`src/rtl/sdr_pipe_arbiter.sv`:
```
`default_nettype none
// ============================================================================
// Module      : sdr_pipe_arbiter
// Description : Two-requester front end for a shared fixed-latency,
//               non-stallable sample pipeline. A tag shift register runs
//               alongside the pipeline so each result returns to its owner.
//               Define SDR_PIPE_ARB_PRIO_EN for strict A-over-B priority;
//               the default is round-robin.
// Revision    : 1.0 - initial release
// ============================================================================
module sdr_pipe_arbiter #(
    parameter int DATA_W  = 48,
    parameter int LATENCY = 15
) (
    input  logic              clk_i,
    input  logic              rst_i,
    input  logic              a_valid_i,
    input  logic [DATA_W-1:0] a_data_i,
    output logic              a_ready_o,
    input  logic              b_valid_i,
    input  logic [DATA_W-1:0] b_data_i,
    output logic              b_ready_o,
    input  logic              flush_i,
    output logic [DATA_W-1:0] pipe_data_o,
    input  logic [DATA_W-1:0] pipe_data_i,
    output logic [DATA_W-1:0] res_data_o,
    output logic              a_valid_o,
    output logic              b_valid_o,
    output logic              busy_o
);

    localparam logic c_ID_A = 1'b0;
    localparam logic c_ID_B = 1'b1;

    logic                r_last_grant;
    logic [LATENCY:0]    r_tag_vld;
    logic [LATENCY:0]    r_tag_id;
    logic [DATA_W-1:0]   r_pipe_data;
    logic [DATA_W-1:0]   r_res_data;
    logic                r_a_valid;
    logic                r_b_valid;

    logic                w_gate;
    logic                w_a_ready;
    logic                w_b_ready;
    logic                w_issue;
    logic                w_issue_id;
    logic [DATA_W-1:0]   w_issue_data;

    assign w_gate = !flush_i && !rst_i;

    always_comb begin
        w_a_ready = 1'b0;
        w_b_ready = 1'b0;
`ifdef SDR_PIPE_ARB_PRIO_EN
        w_a_ready = w_gate && a_valid_i;
        w_b_ready = w_gate && b_valid_i && !a_valid_i;
`else
        w_a_ready = w_gate && a_valid_i && (!b_valid_i || (r_last_grant == c_ID_B));
        w_b_ready = w_gate && b_valid_i && (!a_valid_i || (r_last_grant == c_ID_A));
`endif
    end

    assign w_issue      = w_a_ready || w_b_ready;
    assign w_issue_id   = w_b_ready ? c_ID_B : c_ID_A;
    assign w_issue_data = w_b_ready ? b_data_i : (w_a_ready ? a_data_i : '0);

    // Tag stage 0 is paired with the pipe_data_o register; stage LATENCY
    // lines up with the sample arriving on pipe_data_i.
    always_ff @(posedge clk_i) begin
        if (rst_i) begin
            r_last_grant <= c_ID_B;
            r_tag_vld    <= '0;
            r_tag_id     <= '0;
            r_pipe_data  <= '0;
            r_res_data   <= '0;
            r_a_valid    <= 1'b0;
            r_b_valid    <= 1'b0;
        end else if (flush_i) begin
            r_tag_vld    <= '0;
            r_pipe_data  <= '0;
            r_a_valid    <= 1'b0;
            r_b_valid    <= 1'b0;
        end else begin
            r_pipe_data <= w_issue_data;
            r_tag_vld   <= {r_tag_vld[LATENCY-1:0], w_issue};
            r_tag_id    <= {r_tag_id[LATENCY-1:0], w_issue_id};
            if (w_issue) begin
                r_last_grant <= w_issue_id;
            end
            if (r_tag_vld[LATENCY]) begin
                r_res_data <= pipe_data_i;
            end
            r_a_valid <= r_tag_vld[LATENCY] && (r_tag_id[LATENCY] == c_ID_A);
            r_b_valid <= r_tag_vld[LATENCY] && (r_tag_id[LATENCY] == c_ID_B);
        end
    end

    assign a_ready_o   = w_a_ready;
    assign b_ready_o   = w_b_ready;
    assign pipe_data_o = r_pipe_data;
    assign res_data_o  = r_res_data;
    assign a_valid_o   = r_a_valid;
    assign b_valid_o   = r_b_valid;
    assign busy_o      = (|r_tag_vld) || r_a_valid || r_b_valid;

endmodule
`default_nettype wire

```
`config.mk`:
```
export PLATFORM = sky130hd
export DESIGN_NAME = sdr_pipe_arbiter
export DESIGN_NICKNAME = d
export VERILOG_FILES = /design/src/rtl/sdr_pipe_arbiter.sv
export SDC_FILE = /design/constraint.sdc
export NUM_CORES = 1
export LEC_CHECK = 0
export CORE_MARGIN = 1
export CORE_UTILIZATION = 37
export CTS_CLUSTER_DIAMETER = 50
export DETAILED_ROUTE_END_ITERATION = 12
export GPL_ROUTABILITY_DRIVEN = 1
export PLACE_DENSITY = 0.81
export SLEW_MARGIN = 20
export SYNTH_ARGS = -nofsm -noshare
export SYNTH_HDL_FRONTEND = slang
export SYNTH_SLANG_ARGS = --single-unit
```
`constraint.sdc`:
```
create_clock -name clk_i -period 1.99 [get_ports clk_i]
set_clock_uncertainty 0.05 [all_clocks]
set_input_delay 0.2985 -clock clk_i [delete_from_list [all_inputs] [get_ports clk_i]]
set_output_delay 0.2985 -clock clk_i [all_outputs]
set_load 0.02 [all_outputs]
```
==> impl_results.md, run 1 <==
* Outcome: finished with violations
* Violated checks: negative setup slack
* Synth Flop Type: dfxtp_1
* Vias in the first global route at 3,793
* Slew Limit Headroom at 0.316
* RSZ-0062 raised after global routing: true
* Critical path class: flop to output pin
* Crit. End Element: output pin
* Commonest non-fill, non-tap cell in the layout: clkdlybuf4s50_1
* Synth top area cells: dfxtp_1, a22o_1, nand2_1
* Fillers at 865
* Worst path required time at 1.64 ns
* Die H at 109 µm
* Sequential share of the synthesized area at 0.617
* Clock slew at reported path FFs at 0.05 ns
* Peak supply drop at about 0.45 mV
* Initial drt markers at 241
* Initial antenna violation count at 0
* Synth area leader: dfxtp_1
* Worst min path class: input port to flop
* Min Hold Slack at 0.315 ns
* Via-per-instance ratio at 4.79
* I/O Buffers at 249
* Reg-to-Reg Start: r_tag_vld[15]$_SDFF_PP0_
* Nets at 817
* Worst Path Arrival at 1.78 ns
* Clk Latency, worst-skew pair at 0.41 ns
* Net Count, Synth at 570
* Placed cell count at about 790
* Lkg Pwr at 2.83 nW
* Fin. Hold Viols at 0
* Max Cap Violations at 0
* Placer congestion estimate at 0.814
* Fin crit period at ~2.1 ns
* Worst-Margin Slew at 1.02 ns
* Crit path max fanout at 2
* DIE WIDTH at 109 µm
* # H-tree levels at 4
* Post CTS Setup Buffer Count at 0
* Die area at 11,900 µm²
* First-pass GRT wire length at 19,000 µm
* Gr ovfl total at 0
* Pwr/cell area at roughly 850 nW/µm²
* Post-synth EDFFs at 0
* Register Area at 2620 µm²
* TritonCTS Buffers at 17
* Yosys reg bits at around 130
* Vias at between 3,000 and 4,000
* Hold EP: r_tag_vld[8]$_SDFF_PP0_
* Core ar. at 11,000 µm²
* CTS tree: done
* Period utilisation layout at 1.07
* Largest net degree at the start of global routing at 69
* Root buffer cell: clkbuf_16
* Area growth from synthesis to layout at 75.8%
* Fmax at 469 MHz
* Gr usage total at 0.220
* Final worst setup slack at -0.142 ns
* Syn avg cell area at 10.1 µm²
* Number of clock sinks at 131
* Fraction of layout cells with a size suffix above 1 at 0.0692
* Asr flop ratio synth at 0
* CP startpoint kind: flop
* Area occupied by multi-input gates at 1490 µm²
* DR WL/cell at between 15 and 20 µm
* Post-route DRC at 0
* Post-DP HPWL at 9860 µm
* Post-Syn Area at roughly 4200 µm²
* Antenna cell count at 0
* Ports at 250
* DRT Pass-1 Iters at 4
* FF-to-FF path depth at 3
* Synth warn at 0
* R2R Path End: res_data_o[47]$_SDFFE_PP0P_
* Yosys top cell area share at 0.617
* Starting density of the core at 0.385
* Final Max Slew Viols at 0
* Hold wc startpoint: rst_i
* Setup violations, final at 1
* Total routed wirelength at about 13,000 µm
* Hold depth at 4
* Non-Filler Instances at 819
* Commonest cells after routing, fill and taps aside: clkdlybuf4s50_1, dfxtp_1, nand2_1
* Syn Inst Count at between 400 and 500
* Netlist cell types at 27
* Reg2reg setup slack at 0.26 ns
* FP Rows at 38
* DRT antenna net count at 0
* CTS Buffer Depth at 2
## how the worst max path moves through the flow
stage / start / end
final: r_tag_vld[2]$_SDFF_PP0_ / busy_o
after global routing: r_tag_vld[2]$_SDFF_PP0_ / busy_o
after CTS: r_tag_vld[9]$_SDFF_PP0_ / busy_o
after detailed placement: b_valid_i / b_ready_o
after global placement: r_tag_vld[0]$_SDFF_PP0_ / busy_o
after floorplan: r_tag_vld[0]$_SDFF_PP0_ / busy_o
## cell type report
class,count,share of cell area
repair buffers,260,0.347
multi-input cells,257,0.199
clock buffers,25,0.0650
inverters,1,0.000503
well taps,140,0.0235
flip-flops and latches,131,0.351
clock inverters,5,0.0134
## repair_timing
action                     4_1_cts  5_1_grt
setup endpoints to repair        3        2
gates resized for setup         10        4
pin swaps                        1        2
hold buffers                     0        0
## flip-flops by register name (all words and copies together), names as in the netlist
| signal | cells |
|---|---|
| pipe_data_o | 48 |
| res_data_o | 48 |
| r_tag_id | 16 |
| r_tag_vld | 16 |
| a_valid_o | 1 |
| b_valid_o | 1 |
| r_last_grant | 1 |
## logic make-up after synthesis
| kind of cell | Yosys count | share of synthesized area |
|---|---|---|
| buffers and inverters | 33 | 0.0409 |
| AND/OR/NAND/NOR | 143 | 0.145 |
| multiplexers | 15 | 0.0353 |
| flip-flops | 131 | 0.617 |
| AO/OA/AOI/OAI | 99 | 0.161 |
## cell usage after synthesis (2+ instances only)
master and n:
dfxtp_1 131, nand2_1 97, a21oi_1 48, a22o_1 47, buf_2 16, and2_1 15, mux2i_1 15, nor2_1 15
clkbuf_1 9, buf_4 4, nand2b_1 3, nor4_1 3, buf_6 2, nand3_1 2, or4_1 2
## power breakdown
part           switching [mW]  leakage (nW)  total, mW  internal (mW)
Clock                    1.03         0.287       3.08           2.05
Combinational           0.212          1.48      0.595          0.382
Sequential             0.0149          1.06       2.69           2.68
Total                    1.26          2.83       6.36           5.11
## worst max-delay path, stage by stage (launching register included)
cell	delay [ns]
dfxtp_1	0.30
or4_1	0.50
or4_4	0.43
buf_6	0.15
## routing by layer
layer / vias to the layer above / GRT usage / share of wire
met5: - / 0 / 0
met4: 0 / 0.118 / 0.037
met3: 22 / 0.0813 / 0.073
met2: 173 / 0.391 / 0.52
met1: 1795 / 0.223 / 0.37
li1: 1930 / - / -
## per-stage QoR
step / util / TNS, ns / power, mW / setup slack, ns / cell area (µm²)
after floorplan: - / 0 / 2.91 / 0.281 / 4250
after CTS: 0.676 / -0.173 / 6.43 / -0.173 / 7450
final: 0.677 / -0.142 / 6.36 / -0.142 / 7470
after global routing: 0.677 / -0.215 / 6.59 / -0.215 / 7470
after global placement: 0.622 / -5.01 / 3.33 / -0.193 / 6860
after detailed placement: 0.622 / -7.73 / 3.34 / -0.210 / 6860
No activity file was read; power rests on OpenSTA's default activity.
==> inputs of run 2 (changes only) <==
TNS_END_PERCENT = 1   (was unset)
==> results of run 2 <==
No change in the layout: final DEF, timing and power equal those of run 1.
